**src/rtl/ps2_rx_fifo.sv**
```systemverilog
// rtl/ps2_rx_fifo.sv - PS/2 receiver: synchroniser, glitch filter, frame checker, FWFT byte FIFO
// Optional prefix decode via PS2_PREFIX_DECODE_EN (E0/F0 folded into ext/rel flags).
module ps2_rx_fifo #(
    parameter int SYNC_STAGES = 2,
    parameter int FILT_LEN    = 4,
    parameter int TIMEOUT_CYC = 5000,
    parameter int FIFO_DEPTH  = 8
) (
    input  logic                          clk,
    input  logic                          rst_n,
    input  logic                          ps2_clk,
    input  logic                          ps2_data,
    output logic [7:0]                    code_data,
    output logic                          code_ext,
    output logic                          code_rel,
    output logic                          code_valid,
    input  logic                          code_ready,
    output logic [$clog2(FIFO_DEPTH):0]   fifo_count,
    output logic                          parity_err,
    output logic                          frame_err,
    output logic                          overflow,
    output logic [7:0]                    err_count,
    input  logic                          clr_err
);
    localparam int AW = $clog2(FIFO_DEPTH);
    localparam int CW = AW + 1;
    localparam int FW = $clog2(FILT_LEN + 1);
    localparam int TW = $clog2(TIMEOUT_CYC + 1);
    localparam logic [CW-1:0] FULL_CNT = CW'(FIFO_DEPTH);
`ifdef PS2_PREFIX_DECODE_EN
    localparam int EW = 10;
`else
    localparam int EW = 8;
`endif

    typedef enum logic [1:0] {S_IDLE, S_DATA, S_PARITY, S_STOP} state_t;

    logic [SYNC_STAGES-1:0] clk_sync_q, clk_sync_d, dat_sync_q, dat_sync_d;
    logic                   filt_q, filt_d;
    logic [FW-1:0]          flt_cnt_q, flt_cnt_d;
    state_t                 state_q, state_d;
    logic [2:0]             bit_cnt_q, bit_cnt_d;
    logic [7:0]             shift_q, shift_d;
    logic                   par_q, par_d;
    logic [TW-1:0]          to_cnt_q, to_cnt_d;
    logic [AW-1:0]          wr_ptr_q, wr_ptr_d, rd_ptr_q, rd_ptr_d;
    logic [CW-1:0]          count_q, count_d;
    logic                   parity_err_q, parity_err_d, frame_err_q, frame_err_d;
    logic                   overflow_q, overflow_d;
    logic [7:0]             err_cnt_q, err_cnt_d;
    logic [EW-1:0]          mem_q [FIFO_DEPTH];
    logic [EW-1:0]          entry;
    logic                   sync_clk, sync_dat, fe, push, pop, push_ok, full;
`ifdef PS2_PREFIX_DECODE_EN
    logic                   ext_q, ext_d, rel_q, rel_d;
`endif

    // Front end: synchronise both pins, then require FILT_LEN agreeing samples before the clock moves
    always_comb begin
        sync_clk   = clk_sync_q[SYNC_STAGES-1];
        sync_dat   = dat_sync_q[SYNC_STAGES-1];
        clk_sync_d = {clk_sync_q[SYNC_STAGES-2:0], ps2_clk};
        dat_sync_d = {dat_sync_q[SYNC_STAGES-2:0], ps2_data};
        filt_d     = filt_q;
        flt_cnt_d  = '0;
        fe         = 1'b0;
        if (sync_clk != filt_q) begin
            if (flt_cnt_q == FW'(FILT_LEN - 1)) begin
                filt_d = sync_clk;
                fe     = filt_q;
            end else begin
                flt_cnt_d = flt_cnt_q + 1'b1;
            end
        end
    end

    always_comb begin
        state_d      = state_q;
        bit_cnt_d    = bit_cnt_q;
        shift_d      = shift_q;
        par_d        = par_q;
        parity_err_d = 1'b0;
        frame_err_d  = 1'b0;
        push         = 1'b0;
        to_cnt_d     = (state_q == S_IDLE || fe) ? '0 : to_cnt_q + 1'b1;
`ifdef PS2_PREFIX_DECODE_EN
        ext_d        = ext_q;
        rel_d        = rel_q;
        entry        = {ext_q, rel_q, shift_q};
`else
        entry        = shift_q;
`endif
        if (fe) begin
            case (state_q)
                S_IDLE: begin
                    if (!sync_dat) begin
                        state_d   = S_DATA;
                        bit_cnt_d = 3'd0;
                    end else begin
                        frame_err_d = 1'b1;
                    end
                end
                S_DATA: begin
                    shift_d   = {sync_dat, shift_q[7:1]};
                    bit_cnt_d = bit_cnt_q + 3'd1;
                    if (bit_cnt_q == 3'd7) state_d = S_PARITY;
                end
                S_PARITY: begin
                    par_d   = sync_dat;
                    state_d = S_STOP;
                end
                default: begin
                    state_d = S_IDLE;
                    if (^{shift_q, par_q} == 1'b0) begin
                        parity_err_d = 1'b1;
                    end else if (!sync_dat) begin
                        frame_err_d = 1'b1;
                    end else begin
`ifdef PS2_PREFIX_DECODE_EN
                        if (shift_q == 8'hE0) begin
                            ext_d = 1'b1;
                        end else if (shift_q == 8'hF0) begin
                            rel_d = 1'b1;
                        end else begin
                            push  = 1'b1;
                            ext_d = 1'b0;
                            rel_d = 1'b0;
                        end
`else
                        push = 1'b1;
`endif
                    end
                end
            endcase
        end else if (state_q != S_IDLE && to_cnt_q == TW'(TIMEOUT_CYC - 1)) begin
            state_d     = S_IDLE;
            frame_err_d = 1'b1;
        end
`ifdef PS2_PREFIX_DECODE_EN
        if (parity_err_d || frame_err_d) begin
            ext_d = 1'b0;
            rel_d = 1'b0;
        end
`endif
    end

    // A full FIFO still accepts a push when the head is popped in the same cycle
    always_comb begin
        full       = (count_q == FULL_CNT);
        pop        = (count_q != '0) && code_ready;
        push_ok    = push && (!full || pop);
        overflow_d = push && full && !pop;
        wr_ptr_d   = push_ok ? wr_ptr_q + 1'b1 : wr_ptr_q;
        rd_ptr_d   = pop ? rd_ptr_q + 1'b1 : rd_ptr_q;
        count_d    = count_q;
        if (push_ok && !pop) count_d = count_q + 1'b1;
        else if (!push_ok && pop) count_d = count_q - 1'b1;
        err_cnt_d  = err_cnt_q;
        if (clr_err) err_cnt_d = '0;
        else if ((parity_err_d || frame_err_d || overflow_d) && err_cnt_q != 8'hFF)
            err_cnt_d = err_cnt_q + 8'd1;
    end

    always_ff @(posedge clk) begin
        if (!rst_n) begin
            clk_sync_q   <= '1;
            dat_sync_q   <= '1;
            filt_q       <= 1'b1;
            flt_cnt_q    <= '0;
            state_q      <= S_IDLE;
            bit_cnt_q    <= '0;
            shift_q      <= '0;
            par_q        <= 1'b0;
            to_cnt_q     <= '0;
            wr_ptr_q     <= '0;
            rd_ptr_q     <= '0;
            count_q      <= '0;
            parity_err_q <= 1'b0;
            frame_err_q  <= 1'b0;
            overflow_q   <= 1'b0;
            err_cnt_q    <= '0;
`ifdef PS2_PREFIX_DECODE_EN
            ext_q        <= 1'b0;
            rel_q        <= 1'b0;
`endif
        end else begin
            clk_sync_q   <= clk_sync_d;
            dat_sync_q   <= dat_sync_d;
            filt_q       <= filt_d;
            flt_cnt_q    <= flt_cnt_d;
            state_q      <= state_d;
            bit_cnt_q    <= bit_cnt_d;
            shift_q      <= shift_d;
            par_q        <= par_d;
            to_cnt_q     <= to_cnt_d;
            wr_ptr_q     <= wr_ptr_d;
            rd_ptr_q     <= rd_ptr_d;
            count_q      <= count_d;
            parity_err_q <= parity_err_d;
            frame_err_q  <= frame_err_d;
            overflow_q   <= overflow_d;
            err_cnt_q    <= err_cnt_d;
`ifdef PS2_PREFIX_DECODE_EN
            ext_q        <= ext_d;
            rel_q        <= rel_d;
`endif
        end
    end

    always_ff @(posedge clk) begin
        if (push_ok) mem_q[wr_ptr_q] <= entry;
    end

    assign code_valid = (count_q != '0);
    assign code_data  = code_valid ? mem_q[rd_ptr_q][7:0] : 8'h00;
`ifdef PS2_PREFIX_DECODE_EN
    assign code_ext   = code_valid & mem_q[rd_ptr_q][9];
    assign code_rel   = code_valid & mem_q[rd_ptr_q][8];
`else
    assign code_ext   = 1'b0;
    assign code_rel   = 1'b0;
`endif
    assign fifo_count = count_q;
    assign parity_err = parity_err_q;
    assign frame_err  = frame_err_q;
    assign overflow   = overflow_q;
    assign err_count  = err_cnt_q;
endmodule
```
**config.mk**
```make
export PLATFORM = sky130hd
export DESIGN_NAME = ps2_rx_fifo
export DESIGN_NICKNAME = d
export VERILOG_FILES = /design/src/rtl/ps2_rx_fifo.sv
export SDC_FILE = /design/constraint.sdc
export NUM_CORES = 1
export LEC_CHECK = 0
export BUFFER_PORTS_ARGS = -buffer_cell sky130_fd_sc_hd__buf_2
export CAP_MARGIN = 0
export CORE_UTILIZATION = 42
export DETAILED_ROUTE_END_ITERATION = 10
export PLACE_DENSITY_LB_ADDON = 0.2
export SKIP_LAST_GASP = 1
export SLEW_MARGIN = 20
export SYNTH_ARGS = -nofsm -noshare
export SYNTH_HDL_FRONTEND = slang
export SYNTH_SLANG_ARGS = --single-unit
```
**constraint.sdc**
```tcl
create_clock -name clk -period 3.3 [get_ports clk]
set_input_delay 0.66 -clock clk [delete_from_list [all_inputs] [get_ports clk]]
set_output_delay 0.66 -clock clk [all_outputs]
set_load 0.01 [all_outputs]
```
==> impl_metrics.ini <==
[sta]
maxSlewHeadroom_pct = 47.89
hold_viol_final = 0
slew_viol_final = 0
fin_ws_ns = 0.2909
fin_crit_sh_pct = 91.18
clock.fmax_mhz = 332.3
tightest_slew_ns = 0.7806
setup_violations = 0
finalClockSkew_ns = 0.005002
period_needed_ns = 3.009
fin_setup_tns_ns = 0
rsz0062_at_grt = false

[final_layout]
fin_area_um2 = 6217
drive_gt1_share_pct = 20.79
nNetsFinal = 492
fillCellCount = 1103
num_antenna_cells = 0
area_growth_pct = 18.51
instances_no_fill = 649

[synthesis]
synth_cells = 420
ys_seq_elements = 123
synth.area.top_cells = edfxtp_1, dfxtp_1, mux4_2, ha_1, nor2_1
synth_most_common_cell = edfxtp_1
ys_warn_count = 0
synth_largest_area_cell = edfxtp_1
synth_edf_count = 64
netlist_area_um2 = 5246
synth_common_cells = edfxtp_1, dfxtp_1, nor2_1
synth_ff_type = edfxtp_1
yosysSeqAreaShare_pct = 59.15
synth_cell_type_count = 54
avgSynthCellArea_um2 = 12.49
async_reset_ff_share_pct = 0
synth_top_area_share_pct = 36.63

[cts]
clkTransAtPathRegs_ns = 0.05
cts_resized = 0
cts_tree = done
post_cts_buffers = 0
clockRootBuffer = clkbuf_16
htreeDepth = 4
cts_made_buffers = 17
insertion_delay_ns = 0.40
cts_hold_buf = 0
cts.sinks = 123
clockBufferDepth = 2

[pwr]
peakVddDrop_uv = 301.9
leakagePower_nw = 2.352
finalPower_mw = 4.216
p_per_area_nw_per_um2 = 678.1

[global_routing]
grt_pass1_wl_um = 15490
grt_max_degree = 26
grt_use_total_pct = 16.09
gr-total-overflow = 0
grt_pass1_vias = 3161
antenna_found_initial = 0

[critical_path]
slowest_delay_ns = 0.31
worstPathArrival_ns = 3.34
r2r-end = fifo_count[3]
cp-end-kind = register
path_max_fanout = 3
crit_chain = ha_1, ha_1, and3b_1, and2_1, nor2b_1, and3_1, ha_1, inv_1, ha_1, a21o_1, a21oi_1, xnor2_1, or3_1, a21oi_1
cp_top_family = simple AND/OR/NAND/NOR gates
cp-start-kind = register
r2r-start = flt_cnt_q[0]
cp.required_ns = 3.63
crit_top_cell = ha_1
cp_slowest_cell = dfxtp_1
crit_buf_inv = 1
crit_type = register to register
rr_worst_depth = 14
rrSetupSlack_ns = 0.29

[route]
wl_per_cell_um = 14.62
drtIter0Drc = 163
ant_nets = 0
routed_wl_um = 9488
drc = 0
num_vias = 3243
drt_pass1_iterations = 4
avgViaCountPerCell = 4.997

[die]
chipWidth_um = 113.8
dieArea_um2 = 12940
initial_core_util_pct = 43.32
fp.coreArea_um2 = 12110
dieHeight_um = 113.8
io_pins = 32
rows = 40

[place]
place_inst = 618
dp_hpwl_um = 6162
placed_cell_area_um2 = 5652
portBuffers = 29
pre_cts_slack_ns = 0.3577
routabilityCongestion = 0.7971

[min_path]
hp-class = register to register
hold_end = dat_sync_q[1]
min_from = dat_sync_q[0]
hold_path_depth = 1

[outcome]
status = finished clean

[run]
max_cap_viol_count = 0
[worst max path at each step]
stage | endpoint | slack (ns) | start | cells past startpoint
finish | fifo_count[3] | 0.29 | flt_cnt_q[0] | 14
CTS | fifo_count[3] | 0.29 | entry[2] | 12
floorplan | fifo_count[3] | 0.28 | entry[2] | 13
global placement | fifo_count[3] | 0.42 | flt_cnt_q[0] | 14
detailed placement | fifo_count[3] | 0.36 | flt_cnt_q[0] | 14
global route | fifo_count[3] | 0.14 | flt_cnt_q[0] | 14
[registers in the layout, indices dropped and copies added (netlist names), named ones only]
register / count
mem_q: 64
to_cnt_q: 13
entry: 8
err_count: 8
fifo_count: 4
bit_cnt_q: 3
flt_cnt_q: 3
rd_ptr_q: 3
wr_ptr_q: 3
clk_sync_q: 2
dat_sync_q: 2
state_q: 2
filt_q: 1
frame_err: 1
overflow: 1
par_q: 1
parity_err: 1
[cell type report]
| class | count | area (um^2) | share of cell area (%) |
|---|---|---|---|
| clock inverters | 10 | 125.1 | 2.012 |
| inverters | 12 | 45.04 | 0.7245 |
| multi-input cells | 268 | 2013 | 32.38 |
| flip-flops and latches | 123 | 3103 | 49.91 |
| repair buffers | 47 | 280.3 | 4.508 |
| well taps | 168 | 210.2 | 3.381 |
| clock buffers | 21 | 440.4 | 7.084 |
[per-layer routing]
metal | GRT usage, % | part of all wire (%) | routed length, um | vias up
met4 | 7.895 | 1.3 | 126 | 0
li1 | - | - | - | 1612
met1 | 19.35 | 46 | 4393 | 1564
met3 | 4.623 | 4.0 | 381 | 11
met2 | 26.54 | 48 | 4586 | 56
met5 | 0 | 0 | 0 | -
[per-stage QoR]
step	util, %	hold WS (ns)
2_1_floorplan	-	0.3863
3_3_place_gp	46.66	0.3908
3_5_place_dp	46.66	0.3959
4_1_cts	51.33	0.4087
5_1_grt	51.33	0.4184
6_report	51.33	0.4057
[where the power goes]
group / total [mW] / switching (mW) / internal (mW)
Clock: 1.78 / 0.609 / 1.17
Combinational: 0.743 / 0.386 / 0.357
Sequential: 1.69 / 0.0568 / 1.64
[cell families (layout without fill, tap and decap cells)]
logic type                 Yosys count  count (layout)  synth area share, %
AOI/OAI and AO/OA                   43              43                5.414
other                                1               2              0.07148
buffers and inverters               30              90                2.552
xor gates and xnor gates            24              24                4.722
and+or+nand+nor                    153             153                14.55
adders and majority gates           17              17                4.197
muxes                               29              29                9.349
DFF                                123             123                59.15
[placed cells by master (no fill, tap or decap), types with 2 or more instances in the layout]
cell type   n
bufinv_16   3
and3_1     10
or3_1       5
nor2b_1     3
o31ai_1     2
xor2_1     10
nand2b_1    9
a21oi_1    22
o21ai_0     2
and2_1      4
a21oi_2     3
nor3_1      5
nor3b_2     2
a41o_1      4
clkbuf_16  17
clkinv_1    3
inv_1      11
a31o_1      2
nand4_1     5
clkbuf_1    4
ha_1       16
edfxtp_1   64
a31oi_1     2
buf_4      18
nand2_1    40
dfxtp_1    59
buf_2      29
nand3_1    11
conb_1      2
clkinv_2    4
and3b_1     3
nor2_1     46
xnor2_1    11
mux4_2     16
mux2i_1    13
No activity file was read; power rests on OpenSTA's default activity.
